## config.mk

```make
export PLATFORM = sky130hd
export DESIGN_NAME = fifo_stream_reader
export DESIGN_NICKNAME = d
export VERILOG_FILES = /design/src/rtl/fifo_stream_reader_pkg.sv /design/src/rtl/fifo_stream_reader_skid_buf.sv /design/src/rtl/fifo_stream_reader.sv
export SDC_FILE = /design/constraint.sdc
export NUM_CORES = 1
export LEC_CHECK = 0
export ABC_AREA = 1
export CAP_MARGIN = 10
export CORE_MARGIN = 5
export CORE_UTILIZATION = 25
export CTS_BUF_LIST = sky130_fd_sc_hd__clkbuf_2 sky130_fd_sc_hd__clkbuf_4 sky130_fd_sc_hd__clkbuf_8
export CTS_CLUSTER_DIAMETER = 100
export CTS_CLUSTER_SIZE = 8
export DETAILED_ROUTE_END_ITERATION = 16
export SLEW_MARGIN = 20
export SYNTH_ARGS = -nofsm -noshare
export SYNTH_HDL_FRONTEND = slang
export SYNTH_SLANG_ARGS = --single-unit
```

## constraint.sdc

```tcl
create_clock -name clk -period 1.7 [get_ports clk]
set_input_delay 0.17 -clock clk [delete_from_list [all_inputs] [get_ports clk]]
set_output_delay 0.17 -clock clk [all_outputs]
set_load 0.03 [all_outputs]
```

## src/rtl/fifo_stream_reader_pkg.sv

```systemverilog
// Shared defaults and occupancy encoding for the FIFO stream reader.
package fifo_stream_reader_pkg;

    localparam int DATA_W_DFLT = 8;
    localparam int CNT_W_DFLT  = 16;

    typedef logic [1:0] occ_t;

    localparam occ_t OCC_EMPTY = 2'd0;
    localparam occ_t OCC_ONE   = 2'd1;
    localparam occ_t OCC_TWO   = 2'd2;

endpackage

```

## src/rtl/fifo_stream_reader_skid_buf.sv

```systemverilog
// Two-entry valid/ready buffer (head + skid) that keeps beats in arrival order.
//
// state     | meaning
// OCC_EMPTY | no beat held, valid low
// OCC_ONE   | head holds the beat on offer
// OCC_TWO   | head on offer, skid holds the next beat
module stream_skid_buf
    import fifo_stream_reader_pkg::*;
#(
    parameter int DATA_W = DATA_W_DFLT
) (
    input  logic              clk,
    input  logic              rstn,
    input  logic              push,
    input  logic [DATA_W-1:0] push_data,
    input  logic              pop,
    output logic              valid,
    output logic [DATA_W-1:0] head,
    output logic [1:0]        occ
);

    logic [DATA_W-1:0] skid;

    assign valid = (occ != OCC_EMPTY);

    always_ff @(posedge clk or negedge rstn) begin
        if (!rstn) begin
            occ  <= OCC_EMPTY;
            head <= '0;
            skid <= '0;
        end else begin
            case (occ)
                OCC_EMPTY: begin
                    if (push) begin
                        head <= push_data;
                        occ  <= OCC_ONE;
                    end
                end
                OCC_ONE: begin
                    if (push && pop) begin
                        head <= push_data;
                    end else if (push) begin
                        skid <= push_data;
                        occ  <= OCC_TWO;
                    end else if (pop) begin
                        occ <= OCC_EMPTY;
                    end
                end
                OCC_TWO: begin
                    // the skid entry is older than any arriving beat
                    if (pop) begin
                        head <= skid;
                        if (push) begin
                            skid <= push_data;
                        end else begin
                            occ <= OCC_ONE;
                        end
                    end
                end
                default: occ <= OCC_EMPTY;
            endcase
        end
    end

    a_no_overflow: assert property (@(posedge clk) disable iff (!rstn)
        !(occ == OCC_TWO && push && !pop));

endmodule

```

## src/rtl/fifo_stream_reader.sv

```systemverilog
// Read-side master for the 4-entry byte FIFO: issues rd_en, absorbs the
// one-cycle read latency and presents the bytes on a valid/ready stream.
module fifo_stream_reader
    import fifo_stream_reader_pkg::*;
#(
    parameter int DATA_W = DATA_W_DFLT,
    parameter int CNT_W  = CNT_W_DFLT
) (
    input  logic              clk,
    input  logic              rstn,
    input  logic              en,
    input  logic              fifo_empty,
    input  logic [DATA_W-1:0] fifo_data,
    output logic              fifo_rd_en,
    output logic              m_valid,
    output logic [DATA_W-1:0] m_data,
    input  logic              m_ready,
    output logic [CNT_W-1:0]  rd_count
);

    logic       inflight;
    logic       pop;
    logic [1:0] occ;
    logic [2:0] level;

    assign pop = m_valid && m_ready;

    // Slots committed after this edge; a new read only goes out if its data
    // is certain to find a free slot when it lands.
    assign level      = {1'b0, occ} + {2'b00, inflight} - {2'b00, pop};
    assign fifo_rd_en = rstn && en && !fifo_empty && (level < 3'd2);

    always_ff @(posedge clk or negedge rstn) begin
        if (!rstn) begin
            inflight <= 1'b0;
            rd_count <= '0;
        end else begin
            inflight <= fifo_rd_en && !fifo_empty;
            if (pop) begin
                rd_count <= rd_count + CNT_W'(1);
            end
        end
    end

    stream_skid_buf #(
        .DATA_W (DATA_W)
    ) u_buf (
        .clk       (clk),
        .rstn      (rstn),
        .push      (inflight),
        .push_data (fifo_data),
        .pop       (pop),
        .valid     (m_valid),
        .head      (m_data),
        .occ       (occ)
    );

endmodule

```

==> impl_metrics.ini <==
[logic_synthesis]
syn_inst = 210
yosysWarnings = 0
syn_area_um2 = 1779
seq_area_frac_synth_pct = 49.23
synth_flop_cell = dfrtp_1
yosysTopAreaCellShare_pct = 49.23
synthArstFlopShare_pct = 100.0
synth.distinct_cells = 24
syn-num-nets = 225
synth_top_area_cell = dfrtp_1
ys_seq_elements = 35
syn_avg_cell_area_um2 = 8.472
synthTopCellsByArea = dfrtp_1 (49%), nand2_1 (11%), inv_1 (6.3%)
synth_edf_count = 0

[floorplan]
die_h_um = 94.36
boundaryPins = 39
die_w_um = 94.36
dieArea_um2 = 8904
core_um2 = 6869
rows = 30
initial_core_util_pct = 25.90

[global_routing]
grt_max_degree = 36
track_usage_pct = 9.382
grt_pass1_wl_um = 6672
antenna_found_initial = 0
grt_pass1_vias = 1441
overflow = 0

[timing]
hold_ws_ns = -0.01651
finClkSkew_ns = 0.005197
slew_viol_final = 0
worst_pin_slew_ns = 0.5445
finalHoldViolCount = 13
setup_viol = 2
rsz0062_at_grt = yes
period_minus_slack_ns = 2.157
setup_ws_ns = -0.4566
min_period_over_period_pct = 126.9
max_slew_margin_pct = 63.46
max_clock_freq_ghz = 0.4637

[pwr]
powerDensity_nw_per_um2 = 993.4
total_power_mw = 2.476
peakVddDrop_mv = 0.4313
leakage_nw = 1.193

[worst_setup_path]
crit_fanout = 3
worst_setup_path_start_kind = flop
arrival_ns = 1.99
cp-end-kind = output port
criticalPathCategory = flop to output port
cp.required_ns = 1.53

[cts]
path_clk_slew_ns = 0.07
clock_sinks = 35
cts_root_buffer = clkbuf_8
cts_max_level = 2
worstSkewPairLatency_ns = 0.27
cts_buffers = 5
cts_tree = yes
hold_buffers = 0
clockBufferDepth = 2

[routing]
drtIter0Drc = 33
drtAntennaViolNets = 0
first_pass_iters = 4
detail_route.wl_per_cell_um = 10.38
drt_wl_total_um = 3757
vias = 1481
vias_per_cell = 4.091
drc = 0

[place]
numPortBuffers = 38
dpl_cell_area_um2 = 2347
dp_hpwl_um = 2870
place_congestion = 0.8169

[final_layout]
fin_area_um2 = 2492
drive_above_1_share_pct = 17.29
antenna_cells = 0
final_nets = 280
nFillCells = 713
syn_to_final_growth_pct = 40.08

[run_status]
status = finished with violations
violations = hold timing, setup timing

[job]
cap_violations = 0

[worst_hold_path]
hold_class = primary input to asynchronous set/reset pin
synthesized netlist by cell type (all sizes together) (3+ instances only):
| cell type | count |
|---|---|
| o21ai | 21 |
| xnor2 | 4 |
| dfrtp | 35 |
| inv | 31 |
| nand2 | 55 |
| nand3 | 11 |
| a21oi | 7 |
| nor3 | 3 |
| nor2 | 24 |
| xor2 | 6 |
| nand4 | 5 |
where the power goes:
group	internal, mW	leakage, nW	switching (mW)
sequential	0.975	0.434	0.113
clock	0.386	0.0549	0.281
combinational	0.316	0.704	0.405
total	1.68	1.19	0.799
flip-flops by register name, indices dropped and copies added, names as in the netlist:
name,count
u_buf.skid,8
inflight,1
u_buf.occ,2
u_buf.head,8
rd_count,16
cell type report:
class / instances / area [µm²] / area share, %
flip-flops and latches: 35 / 877.1 / 35.19
well taps: 96 / 120.1 / 4.819
inverters: 31 / 118.9 / 4.769
clock buffers: 8 / 103.9 / 4.167
multi-input cells: 141 / 795.8 / 31.93
repair buffers: 51 / 476.7 / 19.13
what timing repair did:
item                                    4_1_cts  5_1_grt
endpoints found under the setup margin        3        2
buffers inserted                              0        2
resized for setup                             1        6
pin swaps                                     0        2
cloned                                        0        0
worst max-delay path: stages, from the launching register on:
cell and delay, ns:
dfrtp_1 0.39, inv_2 0.07, nand2_4 0.05, inv_4 0.06
nand2_4 0.04, nand2_2 0.05, nand2_2 0.04, fa_1 0.49
nand2_2 0.08, nor4b_4 0.26, buf_6 0.16
metal layers:
metal	share of wire, %	GRT usage (%)
met1	47	12.06
met2	47	15.43
met3	5.8	2.709
met4	0.40	2.527
met5	0	0
cell families (layout without fill, tap and decap cells):
group | after synthesis | count (layout) | share of synthesized area [%]
AOI/OAI and AO/OA | 29 | 29 | 9.986
adders and majority gates | 2 | 2 | 1.828
buffers and inverters | 34 | 90 | 8.158
DFF | 35 | 35 | 49.23
and+or+nand+nor | 100 | 100 | 25.88
xor gates and xnor gates | 10 | 10 | 4.922
placed cells by master, fill, tap and decap left out, drive strengths merged:
cell type      count
nor4b              2
buf               15
xnor2              4
dlygate4sd2        1
nand4              5
a21oi              7
o21ai             21
nand3             11
inv               31
nand2             55
ha                 1
nor3               3
xor2               6
fa                 1
clkdlybuf4s50     35
nor2              24
clkbuf             8
o21a               1
dfrtp             35
final timing paths:
kind	depth (start not counted)	slack (ns)	start	end
worst max-delay path	10	-0.46	u_buf.occ[0]	fifo_rd_en
worst min-delay path	2	-0.02	rstn	rd_count[3]
worst max register to register	11	-0.17	u_buf.occ[0]	inflight
worst min register to register	2	0.48	u_buf.skid[7]	u_buf.skid[7]
max in group asynchronous	2	1.36	rstn	u_buf.occ[1]
min in group clk	5	0.38	rstn	inflight
per-stage QoR:
step / setup TNS (ns) / utilization (%) / cells / hold slack, ns / setup slack [ns]
final: -0.6226 / 36.28 / 362 / -0.01651 / -0.4566
after detailed placement: -0.6765 / 34.17 / 352 / 0.3073 / -0.4337
after floorplan: -0.2954 / - / 210 / -0.1256 / -0.2954
after CTS: -0.5204 / 35.66 / 360 / 0.00004152 / -0.5118
after global routing: -0.8666 / 36.28 / 362 / 0.03059 / -0.5902
after global placement: -0.6325 / 34.17 / 352 / 0.3137 / -0.4215
Note: power is estimated with default switching activity, not from simulation.
